## src/rtl/verifla_capture_sequencer.sv

```systemverilog
// Capture run controller: issues run requests to the monitor, supervises arm/trigger
// with a timeout, answers the send-capture handshake and hands readout to the sender.
module verifla_capture_sequencer #(
  parameter int TIMEOUT_BITS = 24,
  parameter int HOLDOFF_BITS = 16,
  parameter int CLEAR_CYCLES = 4,
  parameter int COUNT_BITS   = 16
) (
  input  logic                    clk,
  input  logic                    rst_l,
  input  logic                    cmd_start,
  input  logic                    cmd_abort,
  input  logic                    cmd_continuous,
  input  logic [TIMEOUT_BITS-1:0] cfg_timeout,
  input  logic [HOLDOFF_BITS-1:0] cfg_holdoff,
  output logic                    mon_run,
  output logic                    mon_clear_l,
  input  logic                    mon_armed,
  input  logic                    mon_triggered,
  input  logic                    mon_sc_run,
  output logic                    mon_ack_sc_run,
  output logic                    mon_sc_done,
  output logic                    snd_start,
  input  logic                    snd_done,
  output logic                    busy,
  output logic                    timeout_flag,
  output logic [COUNT_BITS-1:0]   capture_count,
  output logic [3:0]              seq_state
);

  typedef enum logic [3:0] {
    IDLE      = 4'd0,
    RUN       = 4'd1,
    WAIT_ARM  = 4'd2,
    WAIT_TRIG = 4'd3,
    WAIT_SC   = 4'd4,
    ACK       = 4'd5,
    SEND      = 4'd6,
    DONE      = 4'd7,
    HOLDOFF   = 4'd8,
    CLEAR     = 4'd9
  } state_t;

  localparam logic [3:0]              CLR_LEN  = 4'(CLEAR_CYCLES);
  localparam logic [3:0]              CLR_ONE  = 4'd1;
  localparam logic [TIMEOUT_BITS-1:0] TMO_ONE  = TIMEOUT_BITS'(1);
  localparam logic [HOLDOFF_BITS-1:0] HOLD_ONE = HOLDOFF_BITS'(1);
  localparam logic [COUNT_BITS-1:0]   CNT_ONE  = COUNT_BITS'(1);

  state_t                  state_q, state_d;
  logic [TIMEOUT_BITS-1:0] tmo_q, tmo_d;
  logic [HOLDOFF_BITS-1:0] hold_q, hold_d;
  logic [3:0]              clr_q, clr_d;
  logic [COUNT_BITS-1:0]   count_q, count_d;
  logic                    tflag_q, tflag_d;
  logic                    run_q, clear_l_q, ack_q, done_q, snd_q, busy_q;

  always_comb begin
    state_d = state_q;
    tmo_d   = tmo_q;
    hold_d  = hold_q;
    clr_d   = clr_q;
    count_d = count_q;
    tflag_d = tflag_q;
    case (state_q)
      IDLE: begin
        if (cmd_start) begin
          state_d = RUN;
          tflag_d = 1'b0;
        end
      end
      RUN: state_d = WAIT_ARM;
      WAIT_ARM: begin
        if (mon_armed) begin
          state_d = WAIT_TRIG;
          tmo_d   = '0;
        end
      end
      WAIT_TRIG: begin
        if (tmo_q != '1) tmo_d = tmo_q + TMO_ONE;
        // Trigger wins over a timeout landing in the same cycle.
        if (mon_triggered) begin
          state_d = WAIT_SC;
        end else if (cfg_timeout != '0 && tmo_q == cfg_timeout - TMO_ONE) begin
          state_d = CLEAR;
          clr_d   = '0;
          tflag_d = 1'b1;
        end
      end
      WAIT_SC: if (mon_sc_run) state_d = ACK;
      ACK:     if (!mon_sc_run) state_d = SEND;
      SEND:    if (snd_done) state_d = DONE;
      DONE: begin
        if (!mon_armed) begin
          count_d = count_q + CNT_ONE;
          if (cmd_continuous) begin
            state_d = HOLDOFF;
            hold_d  = '0;
          end else begin
            state_d = IDLE;
          end
        end
      end
      HOLDOFF: begin
        if (hold_q == cfg_holdoff) state_d = RUN;
        else if (hold_q != '1)     hold_d  = hold_q + HOLD_ONE;
      end
      CLEAR: begin
        if (clr_q == CLR_LEN) state_d = IDLE;
        else                  clr_d   = clr_q + CLR_ONE;
      end
      default: state_d = IDLE;
    endcase
    // Abort overrides every other update, and in CLEAR restarts the clear count.
    if (cmd_abort && state_q != IDLE) begin
      state_d = CLEAR;
      clr_d   = '0;
      count_d = count_q;
      tflag_d = tflag_q;
    end
  end

  always_ff @(posedge clk or negedge rst_l) begin
    if (!rst_l) begin
      state_q   <= IDLE;
      tmo_q     <= '0;
      hold_q    <= '0;
      clr_q     <= '0;
      count_q   <= '0;
      tflag_q   <= 1'b0;
      run_q     <= 1'b0;
      clear_l_q <= 1'b1;
      ack_q     <= 1'b0;
      done_q    <= 1'b0;
      snd_q     <= 1'b0;
      busy_q    <= 1'b0;
    end else begin
      state_q   <= state_d;
      tmo_q     <= tmo_d;
      hold_q    <= hold_d;
      clr_q     <= clr_d;
      count_q   <= count_d;
      tflag_q   <= tflag_d;
      run_q     <= (state_d == RUN);
      clear_l_q <= !(state_d == CLEAR && clr_d < CLR_LEN);
      ack_q     <= (state_d == ACK);
      done_q    <= (state_d == DONE);
      snd_q     <= (state_q == ACK && state_d == SEND);
      busy_q    <= (state_d != IDLE);
    end
  end

  assign mon_run        = run_q;
  assign mon_clear_l    = clear_l_q;
  assign mon_ack_sc_run = ack_q;
  assign mon_sc_done    = done_q;
  assign snd_start      = snd_q;
  assign busy           = busy_q;
  assign timeout_flag   = tflag_q;
  assign capture_count  = count_q;
  assign seq_state      = state_q;

endmodule

```

## config.mk

```make
export PLATFORM = sky130hd
export DESIGN_NAME = verifla_capture_sequencer
export DESIGN_NICKNAME = d
export VERILOG_FILES = /design/src/rtl/verifla_capture_sequencer.sv
export SDC_FILE = /design/constraint.sdc
export NUM_CORES = 1
export LEC_CHECK = 0
export ABC_AREA = 1
export CORE_MARGIN = 2
export CORE_UTILIZATION = 33
export CTS_CLUSTER_SIZE = 30
export DETAILED_ROUTE_END_ITERATION = 8
export GPL_TIMING_DRIVEN = 1
export SLEW_MARGIN = 15
export SYNTH_ARGS = -nofsm -noshare
export SYNTH_HDL_FRONTEND = slang
export SYNTH_SLANG_ARGS = --single-unit
```

## constraint.sdc

```tcl
create_clock -name clk -period 1.9 [get_ports clk]
set_input_delay 0.38 -clock clk [delete_from_list [all_inputs] [get_ports clk]]
set_output_delay 0.38 -clock clk [all_outputs]
set_load 0.05 [all_outputs]
```

==> results of run 1 <==
[layer usage]
layer | track usage (%) | share of wire [%]
met4 | 7.08 | 3.1
met5 | 0 | 0
met2 | 31.7 | 46
met1 | 25.7 | 46
met3 | 3.17 | 4.6
[cells in the mapped netlist (all sizes together)]
cell / count / share of area, %
o22ai: 1 / 0.11
nor3b: 2 / 0.27
dfstp: 1 / 0.47
nor4: 7 / 0.89
a211oi: 1 / 0.13
o211ai: 1 / 0.13
and2: 1 / 0.11
xor3: 1 / 0.42
o31ai: 11 / 1.5
o21a: 3 / 0.40
ha: 7 / 1.6
a31oi: 1 / 0.11
nand3: 68 / 6.3
nand3b: 7 / 0.94
xor2: 32 / 5.1
o21bai: 1 / 0.13
and3: 1 / 0.11
a22oi: 1 / 0.13
nand4: 20 / 2.3
clkinv: 3 / 0.20
inv: 109 / 7.3
clkbuf: 4 / 0.27
nor2: 131 / 11
nor3: 23 / 2.1
dfrtp: 70 / 31
buf: 8 / 1.0
a21oi: 25 / 2.2
a2111oi: 1 / 0.16
o21ai: 19 / 1.8
nand2: 233 / 16
xnor2: 31 / 4.8
a311oi: 1 / 0.16
[sequential cells by signal, indices dropped and copies added (netlist names), 4 cells and up]
name,flops
hold_q,16
seq_state,4
clr_q,4
capture_count,16
tmo_q,24
[power groups by stage]
stage	registers, mW	logic [mW]	clock network (mW)
after floorplan	2.34	1.63	0
after global placement	2.16	3.32	0
after detailed placement	2.16	3.33	0
after CTS	2.14	3.57	1.72
after global routing	2.22	4.47	1.80
final	2.18	4.10	1.69
[metrics by stage]
stage	utilization, %	std cells	area [sq um]
2_1_floorplan	-	825	5650
3_3_place_gp	46.4	1257	7690
3_5_place_dp	46.4	1257	7690
4_1_cts	50.3	1291	8340
5_1_grt	53.1	1303	8810
6_report	53.1	1303	8810
[timing repair]
item,4_1_cts,5_1_grt
hold buffers,1,0
pin swaps,59,66
setup buffers,16,11
endpoints found under the hold margin,22,0
gates cloned,1,1
setup endpoints to repair,49,61
gates resized for setup,119,130
[logic make-up (layout without fill, tap and decap cells)]
kind of cell               after synthesis  in the layout  synth area share, %
DFF                                     71             71                 31.7
and+or+nand+nor                        493            494                 40.6
xor gates and xnor gates                64             64                 10.4
adders and majority gates                7              7                 1.56
AOI/OAI and AO/OA                       66             66                 6.95
buffers and inverters                  124            381                 8.80
[area by class of cell]
cell class | instances | area (sq um) | area share (%)
inverter | 112 | 433 | 4.91
clock buffer | 10 | 229 | 2.60
clock inverter | 6 | 62.6 | 0.710
timing repair buffer | 252 | 2040 | 23.1
multi-input combinational | 631 | 3980 | 45.2
sequential | 71 | 1790 | 20.3
tap | 220 | 275 | 3.12
timing repair inverter | 1 | 6.26 | 0.0710
[final timing paths]
check	end	slack [ns]	depth (start not counted)
worst max-delay path	tmo_q[9]$_DFFE_PN0P_	-0.20	14
worst min-delay path	capture_count[15]$_DFFE_PN0P_	0.46	1
worst max register to register	tmo_q[9]$_DFFE_PN0P_	-0.20	14
worst min register to register	capture_count[15]$_DFFE_PN0P_	0.46	1
max in group asynchronous	capture_count[0]$_DFFE_PN0P_	0.84	3
min in group asynchronous	hold_q[8]$_DFFE_PN0P_	0.47	2
==> results by group, run 1 <==
Logic synthesis
  – Synth Cell Area: 5600 sq um
  – Yosys cell types: 47
  – Syn Area/Cell: 6.79 sq um
  – Yosys reg bits: 71
  – Mapped Nets: 881
  – Post-Synthesis Cells: 825
  – Synth Warn #: 0
  – Sequential area share after synthesis: between 30% and 40%

Critical path
  – Critical Path Slowest Stage Cell: dfrtp_1
  – Worst setup EP type: register
  – Startpoint Class: register
  – Count of buffer and inverter cells on the critical path: 1
  – RR Startpoint: tmo_q[0]$_DFFE_PN0P_
  – Worst Path Arrival: 2.33 ns
  – Worst endpoint required time: 2.13 ns
  – Cells along the critical path: ha_2 -> nand2_2 -> nor2_1 -> nand2_1 -> nor2_2 -> nand3_1 -> nor2_2 -> nand3_2 -> o21ai_4 -> nand2_4 -> buf_6 -> nand4_4 -> nor2_1 -> o21a_1
  – CP max stage delay: 0.36 ns
  – Cell family with most CP delay: simple AND/OR/NAND/NOR gates
  – Setup crit start: tmo_q[0]$_DFFE_PN0P_
  – Crit Path Max Fanout: 5
  – Critical path class: register to register

STA
  – # setup viols final: 37
  – Clk_skew: 0.00754 ns
  – Setup TNS: -3.85 ns
  – Unrepaired setup endpoints after global routing: true
  – Final worst-path cycle share: 110%
  – Final min period: 2.10 ns
  – Slew headroom: between 60% and 70%
  – Hold Worst Slack: 0.461 ns
  – Final Slew Violations: 0
  – Post-route setup slack: -0.199 ns
  – Final hold violation count: 0
  – FMAX: 476 MHz
  – Worst-margin pin slew: a little over 0.5 ns

Power
  – Leakage: 4.31 nW
  – Psw: 3.27 mW
  – Pwr/cell area: slightly above 900 nW/um^2
  – Pint: 4.70 mW
  – Logic pwr share: 51.5%
  – Total Power: between 7 and 8 mW
  – Sequential Power Share: 27.4%
  – Clock share of power: roughly a fifth
  – VDD IR max: 0.617 mV
  – Switching share of power: 41.1%

Drt
  – DRT Pass-1 Iters: 5
  – 1st-iter DRT viols: between 200 and 300
  – Antenna Nets Post-Route: 0
  – Routed vias: 6105
  – DR vias/cell: 4.69
  – DRC viols: 0
  – Final WL: ~18000 um
  – WL/cell: 13.4 um

Floorplan
  – Die width: 134 um
  – I/O pins: between 70 and 80
  – Area of the core: between 15000 and 20000 sq um
  – Rows: 47
  – Initial core utilization: 33.8%
  – Die Area: between 15000 and 20000 sq um
  – Die Y: 134 um

CTS
  – Root Buffer: clkbuf_16
  – Clk_lat worst skew: 0.34 ns
  – Inserted Clock Buffers: 9
  – CTS tree: done
  – Register clock-pin slew on the reported worst setup and hold paths: ~0.06 ns
  – Clock Path Buffers: 2
  – Clock sinks: 71
  – Htree depth: 3

Global routing
  – Largest net degree at the start of global routing: 49
  – Vias in the first global route: around 5700
  – Initial antenna violation count: 0
  – Congestion Overflow GR: 0
  – First-pass GRT wire length: 27800 um
  – All-layer global routing usage: between 15 and 20%

Layout
  – Most frequent cells in the layout: nand2_1 (187), buf_4 (182), inv_1 (99), nor2_1 (76), dfrtp_1 (63)
  – Commonest non-fill, non-tap cell in the layout: nand2_1
  – Area delta synth->final: 57.2%
  – Fill cells: about 1600
  – Post-layout net count: between 1000 and 1500
  – Layout cell share with drive strength beyond 1: a little under two fifths
  – ANT cells: 0

Placement
  – Pre-CTS setup slack: -0.818 ns
  – Gp weighted congestion: 0.924
  – Number of port buffers: 75
  – Dpl hpwl: 13200 um

Run status
  – Failing checks: setup timing
  – Status: complete, but fails checks

Worst hold path
  – Worst hold path class: register to register
  – Hold Crit Start: capture_count[15]$_DFFE_PN0P_

Job
  – Max-cap viol count: 0
No activity file was read; power rests on OpenSTA's default activity.
==> inputs of run 2 (changes only) <==
--- a/config.mk
+++ b/config.mk
@@ -6,7 +6,6 @@
 export NUM_CORES = 1
 export LEC_CHECK = 0
 export ABC_AREA = 1
-export CORE_MARGIN = 2
 export CORE_UTILIZATION = 33
 export CTS_CLUSTER_SIZE = 30
 export DETAILED_ROUTE_END_ITERATION = 8
==> run 2 against run 1 <==
Final cell count increased by 0.46%. Core utilization increased by 0.77 points. Sequential power about the same. Via count increased by 1.6%. Largest cell class unchanged. Clock power increased by 11%. Register-to-register slack about the same. Non-clock buffer count increased by 8. Largest power group unchanged. The flow still finishes with violations (setup timing).
==> results by group, run 2 (synthesis results as in run 1) <==
CTS
  – Root Buffer: clkbuf_16
  – CTS tree: done
  – Register clock-pin slew on the reported worst setup and hold paths: 0.06 ns (about the same)
  – Clock Path Buffers: 2 (unchanged)
  – Clk_lat worst skew: 0.35 ns (about the same)
  – Htree depth: 3 (unchanged)
  – Clock sinks: 71 (unchanged)
  – Inserted Clock Buffers: 9 (unchanged)

Floorplan
  – Die width: 132 um (-1.5%)
  – Area of the core: 16600 sq um (unchanged)
  – Die Y: 132 um (-1.5%)
  – Die Area: 17500 sq um (-3.0%)
  – Rows: 47 (unchanged)
  – I/O pins: 76 (unchanged)
  – Initial core utilization: 33.8% (unchanged)

Run status
  – Failing checks: setup timing
  – Status: complete, but fails checks

Layout
  – Layout cell share with drive strength beyond 1: 38.3% (+1.1 points)
  – Area delta synth->final: 59.5%
  – Reg with most FFs: tmo_q
  – Post-layout net count: 1140 (+0.53%)
  – Number of flip-flops in the largest register: 24 (unchanged)
  – Most frequent cells in the layout: buf_4 (188), nand2_1 (186), inv_1 (99), nor2_1 (76), dfrtp_1 (61)
  – Commonest non-fill, non-tap cell in the layout: buf_4
  – ANT cells: 0 (unchanged)

Drt
  – DRC viols: 0 (unchanged)
  – WL/cell: 13.3 um (-0.69%)
  – DRT Pass-1 Iters: 5 (unchanged)
  – Antenna Nets Post-Route: 0 (unchanged)
  – DR vias/cell: 4.74 (+1.1%)
  – Routed vias: 6202 (+1.6%)
  – Final WL: 17500 um (-0.23%)
  – 1st-iter DRT viols: 264 (-1.1%)

STA
  – Slew headroom: 66.4% (+0.55 points)
  – # setup viols final: 33 (-11%)
  – Final Slew Violations: 0 (unchanged)
  – Clk_skew: 0.00679 ns (-0.000741 ns)
  – Final worst-path cycle share: 110% (-0.32 points)
  – FMAX: 478 MHz (+0.29%)
  – Worst-margin pin slew: 0.502 ns (-0.00825 ns)
  – Unrepaired setup endpoints after global routing: true
  – Final min period: 2.09 ns (-0.00609 ns)
  – Final hold violation count: 0 (unchanged)
  – Post-route setup slack: -0.193 ns (+0.00609 ns)
  – Hold Worst Slack: 0.463 ns (+0.00207 ns)

Critical path
  – Critical Path Slowest Stage Cell: dfrtp_1
  – Critical path class: register to register
  – Cells along the critical path: ha_2 -> nand2_2 -> nor2_1 -> nand2_1 -> nor2_1 -> nand3_1 -> nor2_2 -> nand3_2 -> o21ai_4 -> nand2_4 -> buf_6 -> nand4_4 -> nor2_1 -> o21a_1
  – Worst endpoint required time: 2.14 ns (about the same)
  – Worst Path Arrival: 2.33 ns (about the same)
  – Crit Path Max Fanout: 5 (unchanged)
  – Cell family with most CP delay: simple AND/OR/NAND/NOR gates
  – CP max stage delay: 0.36 ns (about the same)
  – Cell mode on critical path: nor2_1
  – Count of buffer and inverter cells on the critical path: 1 (unchanged)
  – Worst setup EP type: register
  – Startpoint Class: register

Power
  – Total Power: 8.06 mW (+1.1%)
  – Pwr/cell area: 902 nW/um^2 (-0.36%)
  – VDD IR max: 0.496 mV (-20%)
  – Leakage: 4.40 nW (+2.0%)

Placement
  – Number of port buffers: 75 (unchanged)
  – Gp weighted congestion: 0.949 (+2.8%)
  – Pre-CTS setup slack: -0.876 ns (-0.0584 ns)
  – Dpl hpwl: 13500 um (+1.9%)

Global routing
  – Congestion Overflow GR: 0 (unchanged)
  – Initial antenna violation count: 0 (unchanged)
  – Vias in the first global route: 5934 (+3.6%)
  – Largest net degree at the start of global routing: 30 (-39%)
  – First-pass GRT wire length: 28400 um (+2.4%)
  – All-layer global routing usage: 20.4% (+1.1 points)

Job
  – Max-cap viol count: 0 (unchanged)

Worst hold path
  – Worst hold path class: register to register
[run 2: cell count changes in the layout (fill, tap and decap cells not counted), sizes merged, moves of 2 or more]
cell	change
clkinvlp	-2
clkbuf	+2
dlygate4sd2	-2
dlymetal6s2s	+5
clkdlybuf4s50	-5
buf	+7
[run 2: through the flow]
step	util [%]	instance area (sq um)	cells	setup TNS, ns
final	53.9	8940	1309	-3.29
after global routing	53.9	8940	1309	-10.64
after CTS	50.5	8380	1292	-3.62
after detailed placement	46.5	7710	1260	-20.91
after global placement	46.5	7710	1260	-20.12
after floorplan	-	5650	825	-0.120
[run 2: cell type report]
type                    count  area [sq um]
clock buffers              10           239
clock inverters             6          93.8
fillers                  1626          7650
inverters                 112           433
multi-input cells         630          3990
flip-flops and latches     71          1790
well taps                 220           275
repair buffers            260          2120
[run 2: worst paths after layout]
kind / startpoint / to / slack [ns] / cells past startpoint
setup / recovery: tmo_q[1]$_DFFE_PN0P_ / tmo_q[9]$_DFFE_PN0P_ / -0.19 / 14
hold / removal: capture_count[15]$_DFFE_PN0P_ / capture_count[15]$_DFFE_PN0P_ / 0.46 / 1
setup reg to reg: tmo_q[1]$_DFFE_PN0P_ / tmo_q[9]$_DFFE_PN0P_ / -0.19 / 14
hold reg to reg: capture_count[15]$_DFFE_PN0P_ / capture_count[15]$_DFFE_PN0P_ / 0.46 / 1
max in group asynchronous: rst_l / tmo_q[7]$_DFFE_PN0P_ / 0.81 / 3
min in group asynchronous: rst_l / hold_q[8]$_DFFE_PN0P_ / 0.50 / 2
[run 2: what timing repair did]
item | in CTS | in global routing
pin swaps | 44 | 75
endpoints found under the hold margin | 25 | 0
hold buffers | 1 | 0
setup buffers | 15 | 18
resized for setup | 112 | 156
setup endpoints to repair | 48 | 62
[run 2: layer usage]
metal  GRT usage [%]  part of all wire [%]  up-vias
li1                -                     -     3156
met1            26.9                    46     2871
met2            33.7                    47      139
met3            2.54                   3.7       36
met4            8.75                   3.5        0
met5               0                     0        -
[run 2: power by group]
group / switching [mW] / internal (mW)
registers: 0.342 / 1.83
logic: 2.19 / 1.81
clock network: 0.692 / 1.19
==> inputs of run 3 (changes only) <==
--- a/config.mk
+++ b/config.mk
@@ -10,6 +10,7 @@
 export CTS_CLUSTER_SIZE = 30
 export DETAILED_ROUTE_END_ITERATION = 8
 export GPL_TIMING_DRIVEN = 1
+export RECOVER_POWER = 100
 export SLEW_MARGIN = 15
 export SYNTH_ARGS = -nofsm -noshare
 export SYNTH_HDL_FRONTEND = slang
==> constraint.sdc (replaced) <==
create_clock -name clk -period 2.1 [get_ports clk]
set_input_delay 0.42 -clock clk [delete_from_list [all_inputs] [get_ports clk]]
set_output_delay 0.42 -clock clk [all_outputs]
set_load 0.05 [all_outputs]
==> run 3 against run 2 <==
The flow still finishes with violations (setup timing). Combinational power fell by 28%. Final cell count shrank 4.1%. Cell area is 7.8% lower. Sequential power fell by 9%. Register-to-register slack better by 0.12 ns. Worst setup slack improved by 0.12 ns. Worst hold slack got worse by 0.22 ns. Routed wire length down 3.7%. Non-clock buffer count down 54. Die area unchanged. Largest cell class unchanged.
==> results by group, run 3 (synthesis results as in run 1) <==
Layout
  – Post-route design area: 8240 sq um (-7.8%)
  – Area delta synth->final: 47.0%
  – Register area: 1780 sq um (-0.56%)
  – Reg with most FFs: tmo_q
  – Post-layout net count: 1086 (-4.7%)
  – Layout cell share with drive strength beyond 1: 28.0% (-10 points)
  – Commonest non-fill, non-tap cell in the layout: nand2_1
  – Fill cells: 1643 (+1.0%)
  – Number of flip-flops in the largest register: 24 (unchanged)
  – Most frequent cells in the layout: nand2_1 (194), buf_4 (119), inv_1 (102), nor2_1 (81), dfrtp_1 (69)
  – Area of the multi-input gates: 3750 sq um (-5.9%)
  – ANT cells: 0 (unchanged)

STA
  – Slew headroom: 31.9% (-34 points)
  – Hold Worst Slack: 0.247 ns (-0.217 ns)
  – Final worst-path cycle share: 103% (-6.7 points)
  – Worst-margin pin slew: 1.02 ns (+0.519 ns)
  – Final min period: 2.17 ns (+0.0793 ns)
  – Unrepaired setup endpoints after global routing: true
  – FMAX: 460 MHz (-3.6%)
  – # setup viols final: 17 (-48%)
  – Clk_skew: 0.00756 ns (+0.000765 ns)
  – Final hold violation count: 0 (unchanged)
  – Post-route setup slack: -0.0726 ns (+0.121 ns)
  – Final Slew Violations: 0 (unchanged)

Placement
  – Gp weighted congestion: 0.961 (+1.2%)
  – Pre-CTS setup slack: -0.680 ns (+0.196 ns)
  – Number of port buffers: 75 (unchanged)
  – Dpl hpwl: 12900 um (-4.3%)
  – Placed Area: 7460 sq um (-3.3%)

Floorplan
  – Area of the core: 16600 sq um (unchanged)
  – Die Area: 17500 sq um (unchanged)
  – Rows: 47 (unchanged)
  – Die Y: 132 um (unchanged)
  – I/O pins: 76 (unchanged)
  – Initial core utilization: 33.8% (unchanged)
  – Die width: 132 um (unchanged)

Global routing
  – Largest net degree at the start of global routing: 41 (+37%)
  – Initial antenna violation count: 0 (unchanged)
  – First-pass GRT wire length: 27600 um (-2.9%)
  – Vias in the first global route: 5623 (-5.2%)
  – Congestion Overflow GR: 0 (unchanged)
  – All-layer global routing usage: 19.8% (-0.66 points)

Drt
  – DR vias/cell: 4.71 (-0.61%)
  – 1st-iter DRT viols: 287 (+8.7%)
  – DRT Pass-1 Iters: 5 (unchanged)
  – Final WL: 16800 um (-3.7%)
  – Routed vias: 5910 (-4.7%)
  – WL/cell: 13.4 um (+0.42%)
  – Antenna Nets Post-Route: 0 (unchanged)
  – DRC viols: 0 (unchanged)

Power
  – VDD IR max: 0.376 mV (-24%)
  – Logic pwr share: 44.0% (-5.7 points)
  – Sequential Power Share: 30.0% (+3.0 points)
  – Psw: 2.65 mW (-18%)
  – Leakage: 4.02 nW (-8.6%)
  – Pint: 3.94 mW (-18%)
  – Clock share of power: 25.9% (+2.5 points)
  – Switching share of power: 40.2% (+0.21 points)
  – Total Power: 6.60 mW (-18%)
  – Pwr/cell area: 801 nW/um^2 (-11%)

Critical path
  – Critical path class: register to register
  – Crit Path Max Fanout: 6 (+1)
  – CP max stage delay: 0.39 ns (+0.03 ns)
  – Worst endpoint required time: 2.33 ns (+0.19 ns)
  – Worst setup EP type: register
  – Flop2flop setup slack: -0.07 ns (+0.12 ns)
  – Worst Path Arrival: 2.40 ns (+0.07 ns)
  – Cells along the critical path: ha_4 -> nand2_2 -> nor2_1 -> nand2_1 -> nor2_2 -> nand3_1 -> nor2_2 -> nand3_2 -> o21ai_4 -> nand2_4 -> buf_4 -> nand4_2 -> nor2_1 -> o21a_1
  – Critical Path Slowest Stage Cell: dfrtp_1
  – Startpoint Class: register
  – Cell family with most CP delay: simple AND/OR/NAND/NOR gates
  – Count of buffer and inverter cells on the critical path: 1 (unchanged)

CTS
  – Root Buffer: clkbuf_16
  – Register clock-pin slew on the reported worst setup and hold paths: 0.06 ns (about the same)
  – Clock sinks: 71 (unchanged)
  – Htree depth: 3 (unchanged)
  – Hold-fix buffers, CTS: 0 (-1)
  – Clock Path Buffers: 2 (unchanged)
  – Clk_lat worst skew: 0.34 ns (about the same)
  – Inserted Clock Buffers: 9 (unchanged)
  – CTS tree: done

Run status
  – Failing checks: setup timing
  – Status: complete, but fails checks

Job
  – Max-cap viol count: 0 (unchanged)

Worst hold path
  – Worst hold path class: input port to async pin
-- run 3: metrics by stage --
stage	instances	utilization, %	setup TNS (ns)
floorplan	825	-	0
global placement	1223	45.0	-13.67
detailed placement	1223	45.0	-13.84
CTS	1247	48.2	-0.00228
global route	1255	49.7	-4.88
finish	1255	49.7	-0.458
-- run 3: final cells by class --
type | count | share of cell area (%)
Inverter | 112 | 5.15
Clock buffer | 11 | 3.07
Timing Repair Buffer | 206 | 20.3
Clock inverter | 5 | 0.972
Sequential cell | 71 | 21.6
Multi-Input combinational cell | 630 | 45.5
Tap cell | 220 | 3.34
-- run 3: what timing repair did --
item | 4_1_cts | 5_1_grt
endpoints found under the setup margin | 36 | 44
setup buffers | 8 | 8
resized for setup | 68 | 105
pin swaps | 27 | 62
-- run 3: routing by layer --
layer | part of all wire (%) | wire length (um) | global-route usage [%]
met5 | 0 | 0 | 0
met4 | 2.5 | 428 | 7.73
met3 | 4.4 | 737 | 2.85
met2 | 46 | 7770 | 32.0
met1 | 47 | 7880 | 26.7
-- run 3: final timing paths --
check / startpoint / cells past startpoint / end
max in group asynchronous: rst_l / 2 / capture_count[14]$_DFFE_PN0P_
worst min-delay path: rst_l / 1 / seq_state[1]$_DFF_PN0_
worst max register to register: tmo_q[0]$_DFFE_PN0P_ / 14 / tmo_q[9]$_DFFE_PN0P_
min in group clk: capture_count[15]$_DFFE_PN0P_ / 1 / capture_count[15]$_DFFE_PN0P_
worst max-delay path: tmo_q[0]$_DFFE_PN0P_ / 14 / tmo_q[9]$_DFFE_PN0P_
worst min register to register: capture_count[15]$_DFFE_PN0P_ / 1 / capture_count[15]$_DFFE_PN0P_
-- run 3: power groups by stage --
stage	sequential [mW]	combinational, mW	clock [mW]
3_5_place_dp	1.99	2.69	0
5_1_grt	2.03	3.22	1.81
2_1_floorplan	2.11	1.47	0
4_1_cts	1.97	2.74	1.74
6_report	1.98	2.90	1.71
3_3_place_gp	1.98	2.68	0
